--- src/rtl/image_op_scheduler.sv ---
// Sequences the mirror / grayscale / sharpness engines over one shared image memory,
// with a per-operation watchdog, RUN-cycle accounting and a registered memory bus mux.
module image_op_scheduler #(
  parameter int unsigned ADDR_W  = 6,
  parameter int unsigned PIX_W   = 24,
  parameter int unsigned TIMEOUT = 20000,
  parameter int unsigned CNT_W   = 20
) (
  input  logic                  clk,
  input  logic                  rst,
  input  logic                  start,
  input  logic [2:0]            op_mask,
  output logic                  busy,
  output logic                  done,
  output logic                  error,
  output logic [1:0]            err_op,
  output logic [CNT_W-1:0]      op_cycles,
  output logic [2:0]            eng_start,
  input  logic [2:0]            eng_done,
  input  logic [3*ADDR_W-1:0]   eng_row,
  input  logic [3*ADDR_W-1:0]   eng_col,
  input  logic [2:0]            eng_we,
  input  logic [3*PIX_W-1:0]    eng_pix,
  output logic [ADDR_W-1:0]     mem_row,
  output logic [ADDR_W-1:0]     mem_col,
  output logic                  mem_we,
  output logic [PIX_W-1:0]      mem_pix
);

  localparam int unsigned WD_W = $clog2(TIMEOUT);

  typedef enum logic [2:0] {
    S_IDLE, S_SELECT, S_LAUNCH, S_RUN, S_FINISH, S_FAULT
  } state_e;

  state_e              state_q, state_d;
  logic [2:0]          pending_q, pending_d;
  logic [1:0]          cur_q, cur_d;
  logic [WD_W-1:0]     wd_q, wd_d;
  logic                busy_q, busy_d;
  logic                done_q, done_d;
  logic                error_q, error_d;
  logic [1:0]          err_op_q, err_op_d;
  logic [CNT_W-1:0]    op_cycles_q, op_cycles_d;
  logic [2:0]          eng_start_q, eng_start_d;
  logic [ADDR_W-1:0]   mem_row_q, mem_row_d;
  logic [ADDR_W-1:0]   mem_col_q, mem_col_d;
  logic                mem_we_q, mem_we_d;
  logic [PIX_W-1:0]    mem_pix_q, mem_pix_d;

  logic [2:0]          cur_oh;
  logic [2:0]          cur_oh_d;
  logic                cur_done;
  logic                wd_expired;
  logic [ADDR_W-1:0]   sel_row, sel_col;
  logic [PIX_W-1:0]    sel_pix;

  assign cur_oh     = 3'b001 << cur_q;
  assign cur_done   = |(eng_done & cur_oh);
  assign wd_expired = (wd_q == WD_W'(TIMEOUT - 1));

  // Only the current engine's bus is ever visible to the memory
  always_comb begin
    sel_row = eng_row[0 +: ADDR_W];
    sel_col = eng_col[0 +: ADDR_W];
    sel_pix = eng_pix[0 +: PIX_W];
    case (cur_q)
      2'd1: begin
        sel_row = eng_row[ADDR_W +: ADDR_W];
        sel_col = eng_col[ADDR_W +: ADDR_W];
        sel_pix = eng_pix[PIX_W +: PIX_W];
      end
      2'd2: begin
        sel_row = eng_row[2*ADDR_W +: ADDR_W];
        sel_col = eng_col[2*ADDR_W +: ADDR_W];
        sel_pix = eng_pix[2*PIX_W +: PIX_W];
      end
      default: ;
    endcase
  end

  always_ff @(posedge clk) begin
    if (rst) state_q <= S_IDLE;
    else     state_q <= state_d;
  end

  // Engine done is checked ahead of the watchdog so a done on the expiry cycle wins
  always_comb begin
    state_d = state_q;
    case (state_q)
      S_IDLE:   if (start) state_d = S_SELECT;
      S_SELECT: state_d = (pending_q == 3'b000) ? S_FINISH : S_LAUNCH;
      S_LAUNCH: state_d = S_RUN;
      S_RUN: begin
        if (cur_done)        state_d = S_SELECT;
        else if (wd_expired) state_d = S_FAULT;
      end
      S_FINISH: state_d = S_IDLE;
      S_FAULT:  state_d = S_IDLE;
      default:  state_d = S_IDLE;
    endcase
  end

  always_comb begin
    pending_d   = pending_q;
    cur_d       = cur_q;
    wd_d        = wd_q;
    error_d     = error_q;
    err_op_d    = err_op_q;
    op_cycles_d = op_cycles_q;
    mem_row_d   = mem_row_q;
    mem_col_d   = mem_col_q;
    mem_pix_d   = mem_pix_q;
    mem_we_d    = 1'b0;
    case (state_q)
      S_IDLE: begin
        if (start) begin
          pending_d   = op_mask;
          error_d     = 1'b0;
          err_op_d    = 2'd0;
          op_cycles_d = '0;
        end
      end
      S_SELECT: begin
        if (pending_q[0])      cur_d = 2'd0;
        else if (pending_q[1]) cur_d = 2'd1;
        else if (pending_q[2]) cur_d = 2'd2;
      end
      S_LAUNCH: begin
        pending_d = pending_q & ~cur_oh;
        wd_d      = '0;
      end
      S_RUN: begin
        op_cycles_d = (&op_cycles_q) ? op_cycles_q : op_cycles_q + CNT_W'(1);
        wd_d        = wd_q + WD_W'(1);
        mem_row_d   = sel_row;
        mem_col_d   = sel_col;
        mem_pix_d   = sel_pix;
        mem_we_d    = |(eng_we & cur_oh);
      end
      S_FAULT:  pending_d = 3'b000;
      default: ;
    endcase
    if (state_d == S_FAULT) begin
      error_d  = 1'b1;
      err_op_d = cur_q;
    end
    cur_oh_d    = 3'b001 << cur_d;
    busy_d      = (state_d != S_IDLE);
    done_d      = (state_d == S_FINISH);
    eng_start_d = (state_d == S_LAUNCH) ? cur_oh_d : 3'b000;
  end

  always_ff @(posedge clk) begin
    if (rst) begin
      pending_q   <= 3'b000;
      cur_q       <= 2'd0;
      wd_q        <= '0;
      busy_q      <= 1'b0;
      done_q      <= 1'b0;
      error_q     <= 1'b0;
      err_op_q    <= 2'd0;
      op_cycles_q <= '0;
      eng_start_q <= 3'b000;
      mem_row_q   <= '0;
      mem_col_q   <= '0;
      mem_we_q    <= 1'b0;
      mem_pix_q   <= '0;
    end else begin
      pending_q   <= pending_d;
      cur_q       <= cur_d;
      wd_q        <= wd_d;
      busy_q      <= busy_d;
      done_q      <= done_d;
      error_q     <= error_d;
      err_op_q    <= err_op_d;
      op_cycles_q <= op_cycles_d;
      eng_start_q <= eng_start_d;
      mem_row_q   <= mem_row_d;
      mem_col_q   <= mem_col_d;
      mem_we_q    <= mem_we_d;
      mem_pix_q   <= mem_pix_d;
    end
  end

  assign busy      = busy_q;
  assign done      = done_q;
  assign error     = error_q;
  assign err_op    = err_op_q;
  assign op_cycles = op_cycles_q;
  assign eng_start = eng_start_q;
  assign mem_row   = mem_row_q;
  assign mem_col   = mem_col_q;
  assign mem_we    = mem_we_q;
  assign mem_pix   = mem_pix_q;

endmodule

--- config.mk ---
export PLATFORM = sky130hd
export DESIGN_NAME = image_op_scheduler
export DESIGN_NICKNAME = d
export VERILOG_FILES = /design/src/rtl/image_op_scheduler.sv
export SDC_FILE = /design/constraint.sdc
export NUM_CORES = 1
export LEC_CHECK = 0
export CAP_MARGIN = 20
export CORE_MARGIN = 2
export CORE_UTILIZATION = 43
export CTS_CLUSTER_DIAMETER = 30
export DETAILED_ROUTE_END_ITERATION = 8
export GPL_ROUTABILITY_DRIVEN = 0
export PLACE_DENSITY = 0.83
export SETUP_SLACK_MARGIN = 0.5
export SYNTH_ARGS = -nofsm -noshare
export SYNTH_HDL_FRONTEND = slang
export SYNTH_SLANG_ARGS = --single-unit
--- constraint.sdc ---
create_clock -name clk -period 2.63 [get_ports clk]
set_input_delay 0.526 -clock clk [delete_from_list [all_inputs] [get_ports clk]]
set_output_delay 0.526 -clock clk [all_outputs]
set_load 0.05 [all_outputs]
==> results of run 1 <==
[worst min-delay path by stage]
stage,start,endpoint,slack [ns],cells after the start
5_1_grt,op_cycles[13]$_SDFFE_PP0P_,op_cycles[13]$_SDFFE_PP0P_,0.52,2
3_5_place_dp,mem_pix[8]$_SDFFE_PP0P_,mem_pix[8]$_SDFFE_PP0P_,0.47,2
3_3_place_gp,op_cycles[13]$_SDFFE_PP0P_,op_cycles[13]$_SDFFE_PP0P_,0.46,2
4_1_cts,mem_pix[8]$_SDFFE_PP0P_,mem_pix[8]$_SDFFE_PP0P_,0.49,2
6_report,mem_pix[10]$_SDFFE_PP0P_,mem_pix[10]$_SDFFE_PP0P_,0.49,2
2_1_floorplan,wd_q[4]$_SDFFE_PP0P_,wd_q[4]$_SDFFE_PP0P_,0.46,2
[synth_stat cells, types with 2 or more instances]
| master | number |
|---|---|
| a2111oi_0 | 2 |
| a211oi_1 | 36 |
| a21o_1 | 3 |
| a21oi_1 | 55 |
| a222oi_1 | 2 |
| a22oi_1 | 36 |
| a31oi_1 | 2 |
| a32oi_1 | 3 |
| and3_1 | 4 |
| and4_1 | 2 |
| buf_1 | 3 |
| buf_2 | 2 |
| buf_6 | 3 |
| clkbuf_1 | 33 |
| dfxtp_1 | 88 |
| ha_1 | 5 |
| inv_1 | 5 |
| nand2_1 | 34 |
| nand2b_1 | 4 |
| nand3_1 | 13 |
| nand4_1 | 12 |
| nor2_1 | 109 |
| nor2b_1 | 4 |
| nor3_1 | 6 |
| nor4_1 | 4 |
| o211ai_1 | 3 |
| o21a_1 | 2 |
| o21ai_0 | 24 |
| o31ai_1 | 3 |
| or3_1 | 9 |
| or3b_2 | 3 |
| or4_1 | 4 |
| xor2_1 | 11 |
[sequential cells by signal (all words and copies together), names as in the netlist]
register,count
mem_pix,24
op_cycles,20
wd_q,15
mem_col,6
mem_row,6
eng_start,3
pending_q,3
state_q,3
cur_q,2
err_op,2
busy,1
done,1
error,1
mem_we,1
[per-stage QoR]
step	utilization [%]	setup slack [ns]	cells	total power [uW]	hold WS, ns
CTS	67.0	0.503	860	2950	0.494
finish	67.5	0.538	861	2950	0.488
global placement	64.6	0.140	845	1950	0.463
detailed placement	64.6	0.0532	845	1970	0.475
floorplan	-	0.505	552	1690	0.460
global route	67.5	0.504	861	3060	0.523
[metal layers]
| layer | vias to the layer above | track usage (%) | wire length (um) |
|---|---|---|---|
| li1 | 2366 | - | - |
| met1 | 2251 | 29.9 | 5700 |
| met2 | 202 | 40.6 | 6680 |
| met3 | 33 | 4.30 | 889 |
| met4 | 0 | 12.3 | 504 |
| met5 | - | 0 | 0 |
[final cells by class]
class	instances	area (um^2)
clock buffer	11	141
clock inverter	3	67.6
fill	844	3190
inverter	5	18.8
multi-input combinational	419	2470
sequential	88	1780
tap	133	166
timing repair buffer	202	1990
[power groups by stage]
stage	Sequential, uW	Clock [uW]	Combinational [uW]
floorplan	1440	0	251
global placement	1410	0	542
detailed placement	1410	0	556
CTS	1380	1010	558
global route	1390	1060	613
finish	1380	1000	566
[kinds of logic (layout without fill, tap and decap cells)]
| family | count (synthesis) | count (layout) | share of synthesized area [%] |
|---|---|---|---|
| simple gates | 218 | 218 | 23.6 |
| flops | 88 | 88 | 40.3 |
| buf+inv | 46 | 221 | 4.52 |
| mux | 1 | 1 | 0.257 |
| compound gates | 183 | 184 | 27.7 |
| xor+xnor | 11 | 11 | 2.20 |
| fa+ha+maj | 5 | 5 | 1.43 |
[repair_timing]
| item | CTS | global route |
|---|---|---|
| setup endpoints to repair | 11 | 60 |
| buffers inserted | 0 | 1 |
| gates resized for setup | 6 | 16 |
| pin swaps | 0 | 2 |
| cloned | 1 | 0 |
==> qor.yml, run 1 <==
status: "complete, no violations"
antenna_cells: 0
p_int_uw: 2200
io_pins: 185
fin_tns_setup_ns: 0
h-tree-depth: 3
wl_per_cell_um: 16.0
antenna_left: 0
synth_top_area_share_pct: 40.3
pwr_density_cell_nw_per_um2: 444
grt_remaining_overflow: 0
avgSynthCellArea_um2: 7.92
combPwrFrac_pct: 19.2
max-cap-violations: 0
dieArea_um2: 11000
synth_top_area_cell: "dfxtp_1"
r2r-end: "op_cycles[7]$_SDFFE_PP0P_"
grt_pass1_wl_um: 22000
slew_headroom_pct: 57.3
timing.rr.start: "op_cycles[5]$_SDFFE_PP0P_"
synth-edff-count: 0
swShare_pct: 25.4
dr_total_vias: 4852
antenna_found_initial: 0
holdCritPathClass: "flop to flop"
start_util_pct: 44.5
clkSinkCount: 88
path_delay_family: "buffers and inverters"
postSynthCellCount: 552
ys_types: 56
area_growth_pct: 51.7
period_needed_ns: 2.09
final_common_cell: "clkdlybuf4s50_1"
clkLatencyLatePin_ns: 0.34
routed_via_density: 5.64
fmax_mhz: 478
yosysSeqAreaShare_pct: 40.3
finalSetupViolations: 0
grt_max_degree: 58
cp_max_fo: 7
end_kind: "output pin"
switching_power_uw: 750
tritoncts: "yes"
cts-buffers-inserted: 9
grtUsageTotal_pct: 24.3
drive_gt1_share_pct: 8.65
r2r_slack_ns: 0.64
startpoint: "op_cycles[10]$_SDFFE_PP0P_"
leakagePower_uw: 0.00239
yosysWarnings: 0
routed_wl_um: 13800
io_buffers: 184
die_w_um: 105
rsz0062_at_grt: "false"
crit_type: "flop to output pin"
clock_skew_ns: 0.0134
clkPwrFrac_pct: 33.9
final_cell_mix: "174 x clkdlybuf4s50_1, 109 x nor2_1, 71 x dfxtp_1, 55 x a21oi_1"
die_h_um: 105
crit_arrival_ns: 1.57
drt_iter0_drc: 226
num_rows: 36
drc: 0
async_flop_share_pct: 0
start_kind: "flop"
placed_area_um2: 6340
tightest_slew_ns: 0.635
timing.final.hold_violations: 0
cp_slowest_stage_delay_ns: 0.82
clockBufferDepth: 2
cp_num_cells: 1
grt_pass1_vias: 4586
final_nets: 850
synth_nets: 677
vdd_drop_max_mv: 0.250
synthTopCellsByArea: "dfxtp_1 40%, nor2_1 9.4%, a21oi_1 6.3%"
drtPass1Iterations: 5
worst_ep_required_time_ns: 2.10
syn_area_um2: 4370
path_clk_slew_ns: 0.09
hpwl_um: 10400
ys_ff_latch: 88
finish.instance_area_um2: 6630
rr_worst_depth: 5
ys.flop_type: "dfxtp_1"
ctsHoldBuffers: 0
path_buf_inv: 1
crit_path_top_delay_cell: "clkdlybuf4s50_1"
core_area_um2: 9820
maxSlewViolCount: 0
fin_crit_sh_pct: 79.5
seq_power_share_pct: 46.9
cts_root_buffer: "clkbuf_8"
crit_chain: "clkdlybuf4s50_1"
critPathCapture: "op_cycles[10]"
No activity file was read; power rests on OpenSTA's default activity.
==> inputs of run 2 (changes only) <==
--- a/config.mk
+++ b/config.mk
@@ -7,11 +7,11 @@
 export LEC_CHECK = 0
 export CAP_MARGIN = 20
 export CORE_MARGIN = 2
-export CORE_UTILIZATION = 43
+export CORE_UTILIZATION = 39
 export CTS_CLUSTER_DIAMETER = 30
 export DETAILED_ROUTE_END_ITERATION = 8
 export GPL_ROUTABILITY_DRIVEN = 0
-export PLACE_DENSITY = 0.83
+export PLACE_DENSITY = 0.79
 export SETUP_SLACK_MARGIN = 0.5
 export SYNTH_ARGS = -nofsm -noshare
 export SYNTH_HDL_FRONTEND = slang
==> constraint.sdc (replaced) <==
create_clock -name clk -period 1.7 [get_ports clk]
set_input_delay 0.34 -clock clk [delete_from_list [all_inputs] [get_ports clk]]
set_output_delay 0.34 -clock clk [all_outputs]
set_load 0.05 [all_outputs]
==> run 2 against run 1 <==
  * Clock skew grew 0.0025 ns
  * Largest cell class is now buffers
  * The flow now finishes with violations (setup timing)
  * Critical endpoint is now err_op[0]$_SDFFE_PP0P_
  * Highest routed layer unchanged
  * First-iteration DRC count grew 82%
  * Wire length grew 51%
==> qor.yml, run 2 (same netlist as run 1, synthesis figures left out) <==
holdCritPathClass: "input port to flop"
tightest_slew_ns: 0.461  # -0.173 ns
pwr_density_cell_nw_per_um2: 544  # +23%
h-tree-depth: 3  # unchanged
holdWs_ns: 0.342  # -0.146 ns
cp_slowest_stage_delay_ns: 0.55  # -0.27 ns
die_w_um: 110  # +4.8%
max-cap-violations: 0  # unchanged
io_buffers: 184  # unchanged
cts-buffers-inserted: 9  # unchanged
grt_max_degree: 39  # -33%
fillers: 594  # -30%
antenna_left: 0  # unchanged
ctsHoldBuffers: 0  # unchanged
tritoncts: "yes"
grt-busiest-layer: "met2"
timing.final.hold_violations: 0  # unchanged
drtPass1Iterations: 7  # +2
routed_via_density: 5.97  # +5.9%
hpwl_um: 11300  # +8.7%
crit_arrival_ns: 2.21  # +0.64 ns
rsz0062_at_grt: "true"
cts_root_buffer: "clkbuf_8"
leakagePower_uw: 0.00326  # +37%
dr_total_vias: 5752  # +19%
wl_per_cell_um: 21.5  # +35%
slew_headroom_pct: 69.3  # +12 points
place_worst_setup_slack_ns: -0.647  # -0.700 ns
worst_ep_required_time_ns: 1.96  # -0.14 ns
use_met2_pct: 54.3  # +14 points
period_needed_ns: 1.95
grt_pass1_vias: 5327  # +16%
path_clk_slew_ns: 0.09  # about the same
grtUsageTotal_pct: 29.9  # +5.6 points
crit_path_top_delay_cell: "or4b_4"
status: "complete, but fails checks"
drt_iter0_drc: 411  # +82%
hold_start: "rst"
finish.instance_area_um2: 8930  # +35%
die_h_um: 110  # +4.8%
fin_ws_ns: -0.254  # -0.793 ns
routed_wl_um: 20700  # +51%
placed_area_um2: 7010  # +11%
maxSlewViolCount: 0  # unchanged
met3_usage_pct: 7.17  # +2.9 points
final_core_utilization_pct: 82.0  # +14 points
largest_reg_flops: 24  # unchanged
cp_max_fo: 2  # -5
clock_skew_ns: 0.0159  # +0.00247 ns
antenna_found_initial: 1  # +1
final_cells: 964  # +12%
rr_worst_depth: 5  # unchanged
crit_type: "flop to flop"
start_util_pct: 40.2  # -4.4 points
area_growth_pct: 104
grt_pass1_wl_um: 27600  # +26%
num_rows: 38  # +5.6%
post-place-cells: 900  # +6.5%
fin_crit_sh_pct: 115
grt_remaining_overflow: 0  # unchanged
drive_gt1_share_pct: 50.9  # +42 points
drc: 0  # unchanged
use_met1_pct: 33.4  # +3.4 points
dieArea_um2: 12100  # +9.9%
holdPathStages: 2  # unchanged
finalSetupViolations: 68  # +68
timing.rr.start: "wd_q[5]$_SDFFE_PP0P_"
r2r-end: "err_op[0]$_SDFFE_PP0P_"
fmax_mhz: 512
core_area_um2: 10900  # +11%
path_delay_family: "simple AND/OR/NAND/NOR gates"
startpoint: "wd_q[5]$_SDFFE_PP0P_"
clkSinkCount: 88  # unchanged
clkLatencyLatePin_ns: 0.37  # +0.03 ns
vdd_drop_max_mv: 0.391  # +56%
final_common_cell: "clkdlybuf4s50_1"
r2r_slack_ns: -0.25  # -0.89 ns
io_pins: 185  # unchanged
violations: "setup timing"
crit_chain: "or4b_4 -> or4_4 -> buf_6 -> o211ai_1 -> a21oi_2"
final_nets: 943  # +11%
hold_end: "error$_SDFFE_PP0P_"
start_kind: "flop"
clockBufferDepth: 2  # unchanged
final_cell_mix: "117 x clkdlybuf4s50_1, 90 x nor2_1, 65 x buf_8, 55 x dfxtp_2, 55 x buf_4"
path_buf_inv: 1  # unchanged
end_kind: "flop"
run 2: layout make-up:
cell class                 count  area (um^2)  share of cell area (%)
multi-input combinational    418         3240                    36.3
clock inverter                 3         16.3                   0.182
antenna                        1         2.50                  0.0280
sequential                    88         1910                    21.4
inverter                       5         23.8                   0.266
tap                          140          175                    1.96
clock buffer                  13          160                    1.79
timing repair buffer         296         3400                    38.1
run 2: metrics by stage:
stage / total power (uW) / TNS, ns
after floorplan: 2800 / -1.13
after global placement: 3190 / -8.66
after detailed placement: 3210 / -9.94
after CTS: 4720 / -1.43
after global routing: 5030 / -9.24
final: 4860 / -7.00
run 2: worst max-delay path by stage:
stage | end | slack, ns | cells past startpoint
floorplan | op_cycles[0]$_SDFFE_PP0P_ | -0.14 | 6
detailed placement | op_cycles[15]$_SDFFE_PP0P_ | -0.65 | 7
CTS | op_cycles[15]$_SDFFE_PP0P_ | -0.16 | 6
global placement | op_cycles[15]$_SDFFE_PP0P_ | -0.60 | 7
finish | err_op[0]$_SDFFE_PP0P_ | -0.25 | 5
global route | err_op[0]$_SDFFE_PP0P_ | -0.30 | 5
run 2: worst register-to-register path: stages, from the launching register on:
cell      delay, ns
dfxtp_2        0.34
or4b_4         0.55
or4_4          0.47
buf_6          0.14
o211ai_1       0.25
a21oi_2        0.09
run 2: layer usage:
layer,vias to the layer above,share of wire (%)
li1,2566,-
met4,0,4.1
met2,316,51
met1,2793,37
met3,77,8.5
met5,-,0
run 2: power breakdown:
part / internal [uW] / switching [uW] / leakage (uW)
clock: 617 / 778 / 0.0000862
combinational: 675 / 688 / 0.00242
sequential: 2070 / 35.9 / 0.000755
run 2: timing repair:
item	CTS	global route
setup buffers	21	19
pin swaps	43	26
gates cloned	7	0
gates resized for setup	199	160
endpoints found under the setup margin	153	153
==> inputs of run 3 (changes only) <==
--- a/config.mk
+++ b/config.mk
@@ -12,6 +12,7 @@
 export DETAILED_ROUTE_END_ITERATION = 8
 export GPL_ROUTABILITY_DRIVEN = 0
 export PLACE_DENSITY = 0.79
+export REMOVE_ABC_BUFFERS = 1
 export SETUP_SLACK_MARGIN = 0.5
 export SYNTH_ARGS = -nofsm -noshare
 export SYNTH_HDL_FRONTEND = slang
==> run 3 against run 2 <==
  * The run now fails in 5_1_grt
  * Synthesized cell count is the same
  * Area after synthesis is the same
==> qor.yml, run 3 <==
status: "stopped before the end"
stop_stage: "5_1_grt"
error: "[ERROR DPL-0038] Utilization greater than 100%, impossible to legalize"
synth-edff-count: 0  # unchanged
synthTopCellsByArea: "dfxtp_1 40%, nor2_1 9.4%, a21oi_1 6.3%"
worst-ep-kind: "register input"
hpwl_um: 10600  # -6.1%
synthMuxAreaShare_pct: 0.258  # unchanged
postSynthCellCount: 552  # unchanged
grt_max_degree: 42
synth_compound_area_share_pct: 27.7  # unchanged
ys_ff_latch: 88  # unchanged
cts_root_buffer: "clkbuf_8"
clockBufferDepth: 2  # unchanged
placed_area_um2: 6640  # -5.2%
grt-worst-endpoint: "op_cycles[13]$_SDFFE_PP0P_/D"
io_pins: 185  # unchanged
yosys.area_share.simple_pct: 23.6  # unchanged
ys.flop_type: "dfxtp_1"
io_buffers: 184  # unchanged
ys_types: 56  # unchanged
yosysSeqAreaShare_pct: 40.3  # unchanged
synth_top_area_share_pct: 40.3  # unchanged
die_h_um: 110  # unchanged
avgSynthCellArea_um2: 7.92  # unchanged
async_flop_share_pct: 0  # unchanged
synth_top_area_cell: "dfxtp_1"
syn_area_um2: 4370  # unchanged
ctsHoldBuffers: 0  # unchanged
cts-buffers-inserted: 9  # unchanged
yosysWarnings: 0  # unchanged
num_rows: 38  # unchanged
clkSinkCount: 88  # unchanged
start_util_pct: 40.2  # unchanged
yosysMostFrequentCell: "nor2_1"
h-tree-depth: 3  # unchanged
die_w_um: 110  # unchanged
synth-xor-area-share_pct: 2.20  # unchanged
synth_common_cells: "109 x nor2_1, 88 x dfxtp_1, 55 x a21oi_1, 36 x a211oi_1, 36 x a22oi_1"
synth_top_family_by_area: "compound AO/OA/AOI/OAI gates"
synthAdderAreaFrac_pct: 1.43  # unchanged
## run 3: cell counts after synthesis
Identical to the previous run, type by type.
## run 3: metrics by stage
stage / worst slack [ns] / instances
floorplan: -1.56 / 511
global placement: -0.560 / 908
detailed placement: -0.648 / 908
CTS: -0.145 / 1019
## run 3: logic make-up after synthesis
family / after synthesis
buffers and inverters: 46
multiplexers: 1
XOR/XNOR: 11
adder cells (fa/ha/maj): 5
flip-flops: 88
AND/OR/NAND/NOR: 218
AO/OA/AOI/OAI: 183
## run 3: what timing repair did
item	CTS
setup endpoints to repair	153
pin swaps	114
resized for setup	480
hold endpoints to repair	0
setup buffers	65
cloned	30
==> inputs of run 4 (changes only) <==
--- a/config.mk
+++ b/config.mk
@@ -7,13 +7,11 @@
 export LEC_CHECK = 0
 export CAP_MARGIN = 20
 export CORE_MARGIN = 2
-export CORE_UTILIZATION = 39
-export CTS_CLUSTER_DIAMETER = 30
+export CORE_UTILIZATION = 35
 export DETAILED_ROUTE_END_ITERATION = 8
 export GPL_ROUTABILITY_DRIVEN = 0
-export PLACE_DENSITY = 0.79
+export PLACE_DENSITY_LB_ADDON = 0.15
 export REMOVE_ABC_BUFFERS = 1
-export SETUP_SLACK_MARGIN = 0.5
 export SYNTH_ARGS = -nofsm -noshare
 export SYNTH_HDL_FRONTEND = slang
 export SYNTH_SLANG_ARGS = --single-unit
==> constraint.sdc (replaced) <==
create_clock -name clk -period 2.2 [get_ports clk]
set_input_delay 0.44 -clock clk [delete_from_list [all_inputs] [get_ports clk]]
set_output_delay 0.44 -clock clk [all_outputs]
set_load 0.05 [all_outputs]
==> run 4 against run 3 <==
  * The flow now finishes without violations
==> qor.yml, run 4 (same netlist as run 1, synthesis figures left out) <==
io_pins: 185  # unchanged
io_buffers: 184  # unchanged
leakagePower_uw: 0.00231
num_rows: 40  # +5.3%
use_met1_pct: 24.8
grt_pass1_vias: 4366
crit_type: "input port to flop"
end_kind: "flop"
holdWs_ns: 0.479
rsz0062_at_grt: "false"
clock_skew_ns: 0.0112
period_needed_ns: 2.13
start_kind: "input port"
die_w_um: 116  # +5.4%
tritoncts: "yes"
critPathCapture: "op_cycles[9]$_SDFFE_PP0P_"
grt_pass1_wl_um: 21200
core_area_um2: 12100
timing.final.hold_violations: 0
cp_max_fo: 8
worst_ep_required_time_ns: 2.48
path_clk_slew_ns: 0.07
antenna_left: 0
dieArea_um2: 13400
maxSlewViolCount: 0
postCtsSetupBuffers: 0  # -100%
h-tree-depth: 3  # unchanged
status: "complete, no violations"
met3_usage_pct: 3.45
r2r_slack_ns: 0.16
max-cap-violations: 0
grt_remaining_overflow: 0
die_h_um: 116  # +5.4%
tightest_slew_ns: 0.697
final_common_cell: "clkdlybuf4s50_1"
final_nets: 854
largest_reg_flops: 24
clockBufferDepth: 2  # unchanged
slew_headroom_pct: 53.1
holdPathStages: 2
drt_iter0_drc: 281
area_growth_pct: 54.2
r2r-end: "op_cycles[0]$_SDFFE_PP0P_"
grt_max_degree: 73
ctsHoldBuffers: 0  # unchanged
vdd_drop_max_mv: 0.398
rr_worst_depth: 5
clkLatencyLatePin_ns: 0.35
routed_wl_um: 13800
timing.rr.start: "op_cycles[12]$_SDFFE_PP0P_"
cts_root_buffer: "clkbuf_16"
drc: 0
crit_arrival_ns: 2.41
routed_via_density: 5.29
antenna_cells: 0
dr_total_vias: 4776
fmax_mhz: 471
final_core_utilization_pct: 55.7
cts.repair.resized: 0  # -100%
grtUsageTotal_pct: 20.0
clkSinkCount: 88  # unchanged
final_cell_mix: "183 x clkdlybuf4s50_1, 109 x nor2_1, 88 x dfxtp_1, 55 x a21oi_1"
pwr_density_cell_nw_per_um2: 572
fin_crit_sh_pct: 96.6
drtPass1Iterations: 4
wl_per_cell_um: 15.3
grt-busiest-layer: "met2"
holdCritPathClass: "input port to flop"
use_met2_pct: 33.7
drive_gt1_share_pct: 6.95
finalSetupViolations: 0
fillers: 1151
antenna_found_initial: 0
startpoint: "start"
cts-buffers-inserted: 9  # unchanged
hpwl_um: 10200  # -4.4%
start_util_pct: 36.1  # -4.1 points
run 4: worst min-delay path by stage:
stage                                         from                        end  slack (ns)
after floorplan                cur_q[1]$_SDFF_PP0_     err_op[1]$_SDFFE_PP0P_        0.46
after global placement    mem_pix[11]$_SDFFE_PP0P_   mem_pix[11]$_SDFFE_PP0P_        0.47
after detailed placement   mem_pix[9]$_SDFFE_PP0P_    mem_pix[9]$_SDFFE_PP0P_        0.47
after global routing                           rst  op_cycles[0]$_SDFFE_PP0P_        0.51
final                                          rst    mem_row[4]$_SDFFE_PP0P_        0.48
after CTS                                      rst    mem_row[4]$_SDFFE_PP0P_        0.48
run 4: stage by stage:
stage          setup slack, ns  cell area [um^2]  std cells  power, uW  TNS [ns]
2_1_floorplan            -1.06              4190        511       1980    -38.42
4_1_cts                 0.0705              6720        901       3900         0
5_1_grt                0.00895              6740        902       4030         0
3_5_place_dp            -0.291              6420        885       2350     -2.24
6_report                0.0747              6740        902       3860         0
3_3_place_gp            -0.214              6420        885       2340     -1.70
run 4: final cells by class:
class / instances / area (um^2) / area share, %
repair buffers: 206 / 2010 / 29.9
clock buffers: 11 / 243 / 3.60
flip-flops and latches: 88 / 1760 / 26.1
well taps: 168 / 210 / 3.12
clock inverters: 5 / 56.3 / 0.835
multi-input cells: 419 / 2440 / 36.2
inverters: 5 / 18.8 / 0.278
run 4: where the power goes:
group / total [uW] / switching [uW] / internal (uW)
sequential: 1640 / 23.3 / 1620
combinational: 673 / 334 / 339
clock: 1540 / 633 / 909
total: 3860 / 991 / 2870
run 4: worst max-delay path, stage by stage:
cell and delay [ns]:
clkdlybuf4s50_1 0.53, or4b_4 0.51, a21oi_4 0.22, o21ai_2 0.15, or4_1 0.42, a21oi_1 0.14
run 4: routing by layer:
metal  share of wire [%]  up-vias  routed length [um]
met5                   0        -                   0
met4                 2.7        0                 369
met3                 5.0       25                 690
met2                  49      140                6810
met1                  43     2228                5930
li1                    -     2383                   -
